$ cat config.mk
export PLATFORM = sky130hd
export DESIGN_NAME = mp3_data_ser_flat
export DESIGN_NICKNAME = d
export VERILOG_FILES = /design/src/rtl/mp3_pkg.sv /design/src/rtl/mp3_data_ser_if.sv /design/src/rtl/mp3_dreq_sync.sv /design/src/rtl/mp3_data_ser.sv /design/src/flat_wrapper.sv
export SDC_FILE = /design/constraint.sdc
export NUM_CORES = 1
export LEC_CHECK = 0
export BUFFER_PORTS_ARGS = -buffer_cell sky130_fd_sc_hd__buf_2
export CAP_MARGIN = 20
export CORE_UTILIZATION = 31
export CTS_CLUSTER_SIZE = 10
export DETAILED_ROUTE_END_ITERATION = 7
export HOLD_SLACK_MARGIN = 0.02
export REMOVE_ABC_BUFFERS = 1
export SLEW_MARGIN = 40
export SYNTH_ARGS = -nofsm -noshare
export SYNTH_HDL_FRONTEND = slang
export SYNTH_SLANG_ARGS = --single-unit
$ cat constraint.sdc
create_clock -name clk -period 2.85 [get_ports clk]
set_input_delay 0.285 -clock clk [delete_from_list [all_inputs] [get_ports clk]]
set_output_delay 0.285 -clock clk [all_outputs]
set_load 0.01 [all_outputs]
$ cat src/rtl/mp3_pkg.sv
// Shared MP3 data-path definitions: shifter states, byte width, divider counter sizing.
package mp3_pkg;

    localparam int unsigned MP3_BITS = 8;

    typedef enum logic [1:0] {
        ST_IDLE = 2'd0,
        ST_LOW  = 2'd1,
        ST_HIGH = 2'd2
    } mp3_state_e;

    // Width of a counter that runs DIV-1..0; never narrower than one bit.
    function automatic int unsigned div_cnt_width(input int unsigned div);
        return (div > 1) ? $clog2(div) : 1;
    endfunction

endpackage

$ cat src/rtl/mp3_data_ser_if.sv
// Byte handshake between the mp3 DMA controller (master) and the serializer (slave).
interface mp3_data_ser_if;
    import mp3_pkg::*;

    logic [MP3_BITS-1:0] md_din;
    logic                md_start;
    logic                md_rdy;
    logic                md_dreq;
    logic                md_busy;

    modport master (
        output md_din,
        output md_start,
        input  md_rdy,
        input  md_dreq,
        input  md_busy
    );

    modport slave (
        input  md_din,
        input  md_start,
        output md_rdy,
        output md_dreq,
        output md_busy
    );
endinterface

$ cat src/rtl/mp3_dreq_sync.sv
// Two-flop synchronizer bringing the decoder's DREQ into the clk domain.
module mp3_dreq_sync (
    input  logic clk,
    input  logic rst_n,
    input  logic d,
    output logic q
);
    logic meta;

    // Shift the asynchronous input through two flops; both clear on reset.
    always_ff @(posedge clk or negedge rst_n) begin
        if (!rst_n) begin
            meta <= 1'b0;
            q    <= 1'b0;
        end else begin
            meta <= d;
            q    <= meta;
        end
    end
endmodule

$ cat src/rtl/mp3_data_ser.sv
// MP3 SDI serializer: double-buffered byte in, MSB-first DCLK/SDATA/BSYNC out.
// Optional feature: define MP3_BSYNC_EN to drive mp3_sync high for bit 7 of each byte.
module mp3_data_ser
    import mp3_pkg::*;
#(
    parameter int unsigned DIV = 2
) (
    input  logic          clk,
    input  logic          rst_n,
    mp3_data_ser_if.slave md,
    input  logic          mp3_dreq_in,
    output logic          mp3_clk,
    output logic          mp3_dat,
    output logic          mp3_sync
);
    localparam int unsigned DIV_W = div_cnt_width(DIV);
    localparam int unsigned BIT_W = $clog2(MP3_BITS);
    localparam logic [DIV_W-1:0] DIV_LAST = DIV_W'(DIV - 1);
    localparam logic [BIT_W-1:0] BIT_LAST = BIT_W'(MP3_BITS - 1);

    logic [MP3_BITS-1:0] hold;
    logic                hold_full;
    logic [MP3_BITS-1:0] shift;
    logic [BIT_W-1:0]    bit_cnt;
    logic [DIV_W-1:0]    div_cnt;
    mp3_state_e          state;

    logic                accept_c;
    logic                phase_end_c;
    logic                last_high_c;
    logic                load_c;
    logic                hold_full_nxt;
    mp3_state_e          state_nxt;

    mp3_dreq_sync u_dreq_sync (
        .clk   (clk),
        .rst_n (rst_n),
        .d     (mp3_dreq_in),
        .q     (md.md_dreq)
    );

    // Next-state decode; a load can chain straight off the final HIGH phase.
    always_comb begin
        accept_c      = md.md_start && md.md_rdy;
        phase_end_c   = (div_cnt == '0);
        last_high_c   = (state == ST_HIGH) && phase_end_c && (bit_cnt == '0);
        load_c        = hold_full && ((state == ST_IDLE) || last_high_c);
        hold_full_nxt = hold_full;
        state_nxt     = state;
        if (accept_c) begin
            hold_full_nxt = 1'b1;
        end else if (load_c) begin
            hold_full_nxt = 1'b0;
        end
        unique case (state)
            ST_IDLE: state_nxt = ST_IDLE;
            ST_LOW:  if (phase_end_c) state_nxt = ST_HIGH;
            ST_HIGH: if (phase_end_c) state_nxt = (bit_cnt == '0) ? ST_IDLE : ST_LOW;
            default: state_nxt = ST_IDLE;
        endcase
        if (load_c) begin
            state_nxt = ST_LOW;
        end
    end

    // Holding register, shifter, counters and registered handshake/serial outputs.
    always_ff @(posedge clk or negedge rst_n) begin
        if (!rst_n) begin
            state      <= ST_IDLE;
            hold       <= '0;
            hold_full  <= 1'b0;
            shift      <= '0;
            bit_cnt    <= '0;
            div_cnt    <= '0;
            mp3_clk    <= 1'b0;
            mp3_dat    <= 1'b0;
            md.md_rdy  <= 1'b1;
            md.md_busy <= 1'b0;
        end else begin
            state      <= state_nxt;
            hold_full  <= hold_full_nxt;
            md.md_rdy  <= !hold_full_nxt;
            md.md_busy <= hold_full_nxt || (state_nxt != ST_IDLE);
            if (accept_c) begin
                hold <= md.md_din;
            end
            if (load_c) begin
                shift   <= hold;
                bit_cnt <= BIT_LAST;
                div_cnt <= DIV_LAST;
                mp3_clk <= 1'b0;
                mp3_dat <= hold[MP3_BITS-1];
            end else if (state != ST_IDLE) begin
                if (!phase_end_c) begin
                    div_cnt <= div_cnt - DIV_W'(1);
                end else begin
                    div_cnt <= DIV_LAST;
                    if (state == ST_LOW) begin
                        mp3_clk <= 1'b1;
                    end else begin
                        mp3_clk <= 1'b0;
                        if (bit_cnt != '0) begin
                            shift   <= shift << 1;
                            bit_cnt <= bit_cnt - BIT_W'(1);
                            mp3_dat <= shift[MP3_BITS-2];
                        end
                    end
                end
            end
        end
    end

`ifdef MP3_BSYNC_EN
    // BSYNC covers both phases of the first (MSB) bit of every byte.
    always_ff @(posedge clk or negedge rst_n) begin
        if (!rst_n) begin
            mp3_sync <= 1'b0;
        end else if (load_c) begin
            mp3_sync <= 1'b1;
        end else if ((state == ST_HIGH) && phase_end_c) begin
            mp3_sync <= 1'b0;
        end
    end
`else
    assign mp3_sync = 1'b0;
`endif

endmodule
$ cat src/flat_wrapper.sv
// flat-port wrapper written by rule: the top's interface ports become plain ports
module mp3_data_ser_flat import mp3_pkg::*;
#(
    parameter int unsigned DIV = 2
)
  (clk, rst_n, mp3_dreq_in, mp3_clk, mp3_dat, mp3_sync, md_md_din, md_md_start, md_md_rdy, md_md_dreq, md_md_busy);
  mp3_data_ser_if md_i ();
  input  logic clk;
  input  logic rst_n;
  input  logic mp3_dreq_in;
  output logic mp3_clk;
  output logic mp3_dat;
  output logic mp3_sync;
  input wire logic [$bits(md_i.md_din)-1:0] md_md_din;
  input wire logic [$bits(md_i.md_start)-1:0] md_md_start;
  output wire logic [$bits(md_i.md_rdy)-1:0] md_md_rdy;
  output wire logic [$bits(md_i.md_dreq)-1:0] md_md_dreq;
  output wire logic [$bits(md_i.md_busy)-1:0] md_md_busy;
  assign md_i.md_din = md_md_din;
  assign md_i.md_start = md_md_start;
  assign md_md_rdy = md_i.md_rdy;
  assign md_md_dreq = md_i.md_dreq;
  assign md_md_busy = md_i.md_busy;
  mp3_data_ser #(.DIV(DIV)) u_core (.clk(clk), .rst_n(rst_n), .md(md_i), .mp3_dreq_in(mp3_dreq_in), .mp3_clk(mp3_clk), .mp3_dat(mp3_dat), .mp3_sync(mp3_sync));
endmodule
==> run summary, run 1 <==
met2 wire len: 1.023 mm
DR WL/cell: 12.63 um
achievable clock frequency: 445.8 MHz
RSZ-0062 raised after global routing: false
minimum clock period: 2.243 ns
clock power share: 19.6%
final setup TNS: 0 ns
number of global-route vias before repair: 812
Antenna Nets Post-Route: 0
leakage power: 0.7533 nW
part of the power in combinational logic: 37.7%
final setup violation count: 0
drt pass-1 iters: 4
Critical Path RT: 3.02 ns
Ant. Diodes: 0
initial antenna violation count: 0
R2R Path End: u_core.shift[1]
I/O Buffers: 16
CTS Hold Bufs: 0
core footprint: 4029 um^2
CP Capture Point: u_core.shift[1]
clk_skew: 0.002393 ns
nets: 135
area fraction in compound gates after synthesis: 6.897%
clock transition at the registers of the reported paths: 0.09 ns
sequential-to-total area share from yosys stat: 53.74%
Die Y: 66.92 um
PD cells: 1049 nW/um^2
Worst VDD drop: 0.4565 mV
xor-xnor portion of the synthesized cell area: 0%
Die X: 66.92 um
Hold Path Class: in -> async
Mapped Area: 1306 um^2
origin of the worst setup path: u_core.bit_cnt[0]
htree depth: 1
Crit Path Max Fanout: 4
die area: 4478 um^2
largest family of logic cells by synthesized area: multiplexers
CP Capture Type: flip-flop
fin crit share: 78.71%
Worst Tran Pin Value: 0.6907 ns
DRC: 0
share of cells above drive strength 1: 39.32%
Area growth, synth to finish: 14.85%
root buf cell: clkbuf_8
final hold vios: 0
r2r setup slk: 0.61 ns
clk sinks: 28
number of synthesized register bits: 28
row count: 23
Yosys cell types: 28
Final Core Density: 37.24%
Worst setup SP type: flip-flop
Ys Warns: 0
Num CTS Buffers: 3
Final Max Slew Viols: 0
Net Sw Power: 0.0004637 W
Power Internal: 0.001110 W
WL final: 2.110 mm
Sw Ratio: 29.47%
first-pass GRT wire length: 3.691 mm
HPWL after DPL: 1.543 mm
clock buffer depth: 2
Worst Path Arrival: 2.41 ns
io pins: 18
Final Wtd Congestion: 0.7234
gr ovfl total: 0
starting density of the core: 32.42%
Reg power frac: 42.6%
Clock Latency Late Sink: 0.27 ns
gr usage total: 11.27%
Max Used Layer: met4
RR Startpoint: u_core.bit_cnt[0]
routed wl met3: 60 um
Avg Inst Size Synth: 13.19 um^2
R2R depth: 6
1st-iter DRT viols: 23
worst rel slew slack: 53.53%
CTS tree: yes
largest net degree at the start of global routing: 29
post-CTS resize count: 0
Setup Fix Bufs, Post-CTS: 0
wl on met1: 983 um
mux cell area share after synthesis: 22.03%
max-cap violation count: 0
simple-gate share of the synthesized area: 7.567%
via/cell ratio: 4.701
Setup CP Type: reg -> reg
status: complete, no violations
Mapped Cells: 99
adder-cell share of the synthesized area: 4.789%
via count: 785
## metal layers
layer	up-vias	track usage (%)
li1	376	-
met3	5	2.740
met4	0	6.117
met1	389	14.01
met5	-	0
met2	15	17.80
## cell type report
type	count	area, um^2
clock inverter	1	30.03
timing repair buffer	18	95.09
fill	399	2529
tap	50	62.56
clock buffer	3	41.29
inverter	7	26.28
sequential	28	701.9
multi-input combinational	60	543.0
## registers in the layout (all words and copies together) (netlist names), 2 cells and up
register        cells
u_core.bit_cnt      3
u_core.shift        7
u_core.state        2
u_core.hold         8
## power groups by stage
stage	combinational (W)	clock, W	sequential (W)
after floorplan	0.000459	0	0.000662
after global placement	0.000580	0	0.000670
after detailed placement	0.000602	0	0.000681
after CTS	0.000604	0.000318	0.000672
after global routing	0.000661	0.000335	0.000698
final	0.000594	0.000309	0.000671
## worst max-delay path, cell delays in order, from the launching register on
cell and delay (ns):
dfrtp_1 0.37, inv_1 0.06, ha_1 0.19, ha_1 0.22
nor4_1 0.64, mux2_2 0.40, mux2_2 0.26
## stage by stage
stage	worst slack [ns]	std cells	area [um^2]	hold WS [ns]	total power, W
2_1_floorplan	0.6679	95	1271	-0.01059	0.001121
3_3_place_gp	0.6953	163	1429	0.3279	0.001250
3_5_place_dp	0.6107	163	1429	0.3425	0.001284
4_1_cts	0.5892	167	1500	0.03846	0.001595
5_1_grt	0.4534	167	1500	0.06573	0.001693
6_report	0.6068	167	1500	0.01199	0.001574
## logic make-up after synthesis
family          after synthesis
compound gates               13
fa+ha+maj                     5
buf+inv                      11
flops                        28
mux                          23
other cells                   1
simple gates                 18
## worst min-delay path by stage
stage	startpoint	end	slack [ns]	cells after the start
floorplan	rst_n	u_core.bit_cnt[0]	-0.01	0
global placement	rst_n	u_core.mp3_dat	0.33	1
detailed placement	rst_n	u_core.hold[7]	0.34	1
CTS	rst_n	u_core.mp3_dat	0.04	1
global route	rst_n	u_core.mp3_clk	0.07	1
finish	rst_n	u_core.mp3_dat	0.01	1
## cells in the mapped netlist
master / n / area, um^2
or4_4: 1 / 11.26
nor2b_1: 2 / 12.51
buf_4: 1 / 7.510
a21oi_1: 1 / 5.000
a21boi_0: 1 / 7.510
o211ai_1: 3 / 22.52
buf_6: 2 / 22.52
a21o_1: 1 / 7.510
mux2i_1: 1 / 10.01
dfstp_2: 1 / 26.28
and3b_1: 1 / 8.760
dfrtp_1: 27 / 675.7
mux2_4: 8 / 120.1
mux2_2: 14 / 157.7
nor3b_1: 1 / 7.510
o211a_1: 1 / 10.01
a22o_1: 2 / 17.52
o21ai_1: 1 / 5.000
ha_1: 5 / 62.56
nand2_1: 6 / 22.52
nand2b_1: 1 / 6.260
o21ai_0: 3 / 15.01
conb_1: 1 / 3.750
buf_2: 1 / 5.000
nor4_1: 1 / 6.260
inv_1: 7 / 26.28
nand4b_1: 1 / 8.760
nor2_1: 4 / 15.01
## cells in the final DEF (no fill, tap or decap), types with 2 or more instances in the layout
| cell | synthesis | final |
|---|---|---|
| nor2b_1 | 2 | 2 |
| dfrtp_1 | 27 | 27 |
| nand2_1 | 6 | 6 |
| buf_2 | 1 | 16 |
| mux2_2 | 14 | 14 |
| a22o_1 | 2 | 2 |
| o211ai_1 | 3 | 3 |
| buf_4 | 1 | 2 |
| mux2_4 | 8 | 8 |
| o21ai_0 | 3 | 3 |
| inv_1 | 7 | 7 |
| clkbuf_8 | 0 | 3 |
| ha_1 | 5 | 5 |
| nor2_1 | 4 | 4 |
(Power assumes the default switching activity.)
==> run 2: changes to the inputs <==
ABC_AREA = 1   (was default)
clock period = 1.9 ns   (was 2.85 ns; I/O delays follow)
==> run 2 against run 1 <==
The run now ends with design-rule violations left. Synthesized cell count increased by 53%. Flip-flop and latch count did not move. Routed wire length is 14% higher. Die area is 6.7% higher. Design area rose by 5.6%. Critical endpoint is now u_core.bit_cnt[1]. Largest power group is now combinational logic. Highest routed layer unchanged.
==> run summary, run 2 <==
1st-iter DRT viols: 43
clock buffer depth: 2
htree depth: 1
Worst setup SP type: flip-flop
Yosys cell types: 25
minimum clock period: 1.592 ns
I/O Buffers: 16
met2 usage in global routing: 18.34%
Synth top area share: 48.39%
Worst Tran Pin Value: 0.6240 ns
largest family of logic cells by synthesized area: simple AND/OR/NAND/NOR gates
Worst path slowest cell: dfrtp_1
HPWL after DPL: 1.712 mm
final setup violation count: 0
share of cells above drive strength 1: 24.71%
Largest regs: u_core.hold (8), u_core.shift (7), u_core.bit_cnt (3)
dpl ws: 0.3080 ns
clock transition at the registers of the reported paths: 0.09 ns
Mapped Cells: 151
clock power share: 14.3%
via/cell ratio: 4.477
Worst Path Arrival: 1.74 ns
io pins: 18
Final Max Slew Viols: 0
Area growth, synth to finish: 13.44%
Synth top cells by count: nand2_1, dfrtp_1, nand3_1
max reg flops: 8
Num CTS Buffers: 3
first-pass GRT wire length: 4.353 mm
DR WL/cell: 10.84 um
R2R Path End: u_core.bit_cnt[1]
hold path start: md_md_din[0]
design area: 1584 um^2
mux cell area share after synthesis: 0.8065%
Primary FF master, synth: dfrtp_1
clk_skew: 0.004516 ns
core footprint: 4354 um^2
Crit Path Max Fanout: 13
simple-gate share of the synthesized area: 29.84%
leakage power: 0.8282 nW
Die X: 69.12 um
DRC: 1
root buf cell: clkbuf_8
final setup margin: 0.3078 ns
Critical Path RT: 2.05 ns
Worst VDD drop: 0.5573 mV
Die Y: 69.12 um
WL final: 2.406 mm
die area: 4777 um^2
clk sinks: 28
final setup TNS: 0 ns
starting density of the core: 32.07%
GRT busiest layer: met2
WHS Endpoint: u_core.hold[0]
max-cap violation count: 0
Biggest register: u_core.hold
RSZ-0062 raised after global routing: false
drt pass-1 iters: 6
r2r setup slk: 0.31 ns
Reg power frac: 41.0%
Sw Ratio: 41.72%
EDFF count, synth: 0
global routing usage on met3: 1.901%
number of global-route vias before repair: 991
most instantiated library cell after synthesis: nand2_1
ys async rst share: 100.0%
commonest non-fill, non-tap cells in the layout: nand2_1, dfrtp_1, nand3_1
RR Startpoint: u_core.bit_cnt[0]
Worst Hold Path Cells: 2
PD cells: 1618 nW/um^2
part of the power in combinational logic: 44.7%
final hold vios: 0
xor-xnor portion of the synthesized cell area: 0%
Mapped Area: 1396 um^2
R2R depth: 7
Ys Warns: 0
Final Wtd Congestion: 0.7126
Clock Latency Late Sink: 0.27 ns
Net Sw Power: 0.001069 W
failing checks: design-rule violations
fin crit share: 83.80%
largest net degree at the start of global routing: 29
Power Internal: 0.001493 W
sequential-to-total area share from yosys stat: 50.27%
via count: 994
number of synthesized register bits: 28
CTS tree: yes
Setup CP Type: reg -> reg
Antenna Nets Post-Route: 0
gr usage total: 11.04%
leading area contributor after synthesis: dfrtp_1
GRT met1 Usage: 14.65%
crit-path cells: inv_1 > ha_1 > ha_1 > nor2_2 > nand2_4 > nand2_1 > o211ai_2
Synth area leaders: dfrtp_1, nand2_1, nand3_1
gr ovfl total: 0
CP top delay family: simple AND/OR/NAND/NOR gates
CP peak stage delay: 0.36 ns
initial antenna violation count: 0
CP Capture Type: flip-flop
status: complete, but fails checks
worst rel slew slack: 58.40%
Cell Area, Placed: 1509 um^2
adder-cell share of the synthesized area: 4.480%
achievable clock frequency: 628.1 MHz
nets: 188
Ant. Diodes: 0
Most common cell on crit path: ha_1
Bufs and invs on worst path: 1
Avg Inst Size Synth: 9.247 um^2
row count: 24
Hold Path Class: in -> reg
area fraction in compound gates after synthesis: 6.362%
most common cell after layout, fill and taps aside: nand2_1
run 2: cell families after synthesis:
family / count (synthesis)
AOI/OAI and AO/OA: 14
adders and majority gates: 5
buffers and inverters: 22
DFF: 28
muxes: 1
other: 1
and+or+nand+nor: 80
run 2: worst max-delay path by stage:
stage	depth (start not counted)	slack, ns	end	from
floorplan	7	0.35	u_core.bit_cnt[1]	u_core.bit_cnt[0]
global placement	7	0.36	u_core.bit_cnt[1]	u_core.bit_cnt[0]
detailed placement	7	0.31	u_core.bit_cnt[2]	u_core.bit_cnt[0]
CTS	7	0.28	u_core.bit_cnt[1]	u_core.bit_cnt[0]
global route	9	0.17	u_core.shift[2]	u_core.bit_cnt[0]
finish	7	0.31	u_core.bit_cnt[1]	u_core.bit_cnt[0]
run 2: cell type report:
type / count / area [um^2]
fill: 451 / 2770
tap: 52 / 65.06
multi-input combinational: 101 / 583.1
sequential: 28 / 701.9
timing repair buffer: 20 / 115.1
clock buffer: 4 / 55.05
inverter: 17 / 63.81
run 2: repair_timing:
item                      in CTS  in global routing
gates resized for setup        0                  0
hold buffers                   2                  0
hold endpoints to repair      28                  0
setup buffers                  0                  0
run 2: power by group through the flow:
stage                     logic (W)  registers (W)  clock network (W)
after floorplan            0.000878        0.00105                  0
after global placement      0.00115        0.00106                  0
after detailed placement    0.00117        0.00106                  0
after CTS                   0.00118        0.00106           0.000384
after global routing        0.00132        0.00108           0.000406
final                       0.00115        0.00105           0.000366
run 2: metrics by stage:
| stage | instances | util [%] | hold WS [ns] | power [W] |
|---|---|---|---|---|
| after detailed placement | 216 | 34.66 | 0.2554 | 0.002235 |
| after global placement | 216 | 34.66 | 0.2563 | 0.002207 |
| final | 222 | 36.38 | 0.1446 | 0.002562 |
| after global routing | 222 | 36.38 | 0.1523 | 0.002808 |
| after CTS | 222 | 36.38 | 0.1392 | 0.002616 |
| after floorplan | 146 | - | -0.1056 | 0.001923 |
run 2: metal layers:
metal	wire length, um	up-vias
li1	-	517
met1	1193	461
met2	1127	14
met3	60	2
met4	25	0
met5	0	-
==> run 3: changes to the inputs <==
ABC_AREA = 0   (was 1)
clock period = 1.35 ns   (was 1.9 ns; I/O delays follow)
==> run 3 against run 2 <==
The flow finishes with violations (negative setup slack). Worst hold slack worse by 0.064 ns. Power up 49%. First-iteration DRC count down 28%. Register-to-register slack worse by 0.88 ns. Die area down 6.3%. Flip-flop and latch count unchanged. Clock-buffer cell count unchanged. Critical path depth up 2. Critical path type unchanged. Largest power group unchanged.
==> run summary, run 3 (synthesis results as in run 1) <==
root buf cell: clkbuf_8
1st-iter DRT viols: 31
htree depth: 1
share of cells above drive strength 1: 61.31%
Antenna Nets Post-Route: 0
Ant. Diodes: 0
Net Sw Power: 0.001228 W
WL final: 2.557 mm
Fill cells: 370
PD cells: 2133 nW/um^2
failing checks: negative setup slack
CP Capture Type: flip-flop
I/O Buffers: 16
Final Max Slew Viols: 0
Biggest register: u_core.hold
first-pass GRT wire length: 4.050 mm
clk sinks: 28
Clock Latency Late Sink: 0.28 ns
RSZ-0062 raised after global routing: true
DRC: 0
largest net degree at the start of global routing: 29
Die X: 66.92 um
CTS tree: yes
drt pass-1 iters: 3
number of global-route vias before repair: 898
final hold vios: 0
final setup violation count: 17
status: complete, but fails checks
Worst setup SP type: flip-flop
Hold Path Class: in -> reg
DR WL/cell: 13.67 um
gr ovfl total: 0
initial antenna violation count: 0
Bufs and invs on worst path: 4
Reg power frac: 37.6%
max-cap violation count: 0
Worst Tran Pin Value: 0.6158 ns
Area growth, synth to finish: 37.36%
Largest regs: u_core.hold (8), u_core.shift (7), u_core.bit_cnt (3)
row count: 23
Sw Ratio: 32.09%
Crit Path Max Fanout: 4
Worst VDD drop: 1.091 mV
footprint of the multi-input gates: 679.4 um^2
CP top delay family: buffers and inverters
clock transition at the registers of the reported paths: 0.09 ns
max reg flops: 8
Final Core Density: 44.53%
achievable clock frequency: 521.5 MHz
most common cell after layout, fill and taps aside: dfrtp_1
Critical Path RT: 1.52 ns
io pins: 18
Cell Area, Placed: 1519 um^2
design area: 1794 um^2
crit-path cells: inv_2 > ha_4 > ha_4 > buf_6 > buf_6 > and3b_2 > o21ai_4 > buf_6 > mux2_4
Final Wtd Congestion: 0.8122
commonest non-fill, non-tap cells in the layout: dfrtp_1, buf_2, buf_4
FF+latch area: 701.9 um^2
Num CTS Buffers: 3
Most common cell on crit path: buf_6
nets: 155
starting density of the core: 32.42%
clock buffer depth: 2
clk_skew: 0.004403 ns
Power Internal: 0.002599 W
via/cell ratio: 4.556
die area: 4478 um^2
final setup margin: -0.5675 ns
fin crit share: 142.0%
Setup CP Type: reg -> reg
CP peak stage delay: 0.37 ns
minimum clock period: 1.918 ns
Die Y: 66.92 um
HPWL after DPL: 1.669 mm
via count: 852
part of the power in combinational logic: 48.8%
leakage power: 0.8750 nW
worst rel slew slack: 58.94%
Worst Path Arrival: 2.08 ns
clock power share: 13.6%
gr usage total: 12.31%
core footprint: 4029 um^2
Worst path slowest cell: dfrtp_1
-- run 3: cell types whose count changed in the layout (fill, tap and decap cells not counted), sizes merged, moves of 10 or more --
cell / change
nand3: -28
inv: -10
mux2: +21
a21oi: -10
nand2: -31
buf: +18
-- run 3: what timing repair did --
item,CTS,global route
resized for setup,26,14
hold buffers,2,0
setup buffers,5,2
cloned,0,0
pin swaps,8,2
setup endpoints to repair,17,17
endpoints found under the hold margin,28,0
-- run 3: per-stage QoR --
| stage | TNS (ns) | total power, W | worst slack [ns] | std cells | hold slack, ns |
|---|---|---|---|---|---|
| after floorplan | -9.889 | 0.002367 | -0.8321 | 95 | -0.1606 |
| after global placement | -9.540 | 0.002778 | -0.6913 | 175 | 0.1805 |
| after detailed placement | -9.980 | 0.002853 | -0.7233 | 175 | 0.1889 |
| after CTS | -7.885 | 0.003659 | -0.5589 | 185 | 0.07985 |
| after global routing | -9.101 | 0.004082 | -0.6300 | 187 | 0.08311 |
| final | -8.044 | 0.003827 | -0.5675 | 187 | 0.08082 |
-- run 3: area by class of cell --
class | count | share of cell area [%]
sequential | 28 | 39.12
clock buffer | 4 | 3.068
tap | 50 | 3.487
inverter | 7 | 1.464
multi-input combinational | 60 | 37.87
timing repair buffer | 38 | 14.99
-- run 3: metal layers --
layer | global-route usage, % | up-vias | wire (um) | share of wire (%)
met2 | 21.84 | 12 | 1310 | 51
met4 | 4.787 | 0 | 44 | 1.7
met5 | 0 | - | 0 | 0
li1 | - | 416 | - | -
met1 | 14.60 | 420 | 1145 | 45
met3 | 2.055 | 4 | 57 | 2.2
-- run 3: power by group through the flow --
stage | Sequential (W) | Combinational (W) | Clock, W
3_3_place_gp | 0.00141 | 0.00137 | 0
6_report | 0.00144 | 0.00187 | 0.000521
5_1_grt | 0.00148 | 0.00203 | 0.000564
4_1_cts | 0.00142 | 0.00170 | 0.000535
2_1_floorplan | 0.00140 | 0.000969 | 0
3_5_place_dp | 0.00143 | 0.00143 | 0
-- run 3: path summary, 6_finish.rpt --
kind	startpoint	to	slack, ns	cells past startpoint
max	u_core.bit_cnt[0]	u_core.shift[3]	-0.57	9
min	md_md_din[0]	u_core.hold[0]	0.08	2
max reg2reg	u_core.bit_cnt[0]	u_core.shift[3]	-0.57	9
min reg2reg	u_core.u_dreq_sync.meta	u_core.u_dreq_sync.q	0.35	0
max in group asynchronous	rst_n	u_core.hold[7]	0.54	2
min in group asynchronous	rst_n	u_core.hold_full	0.40	2
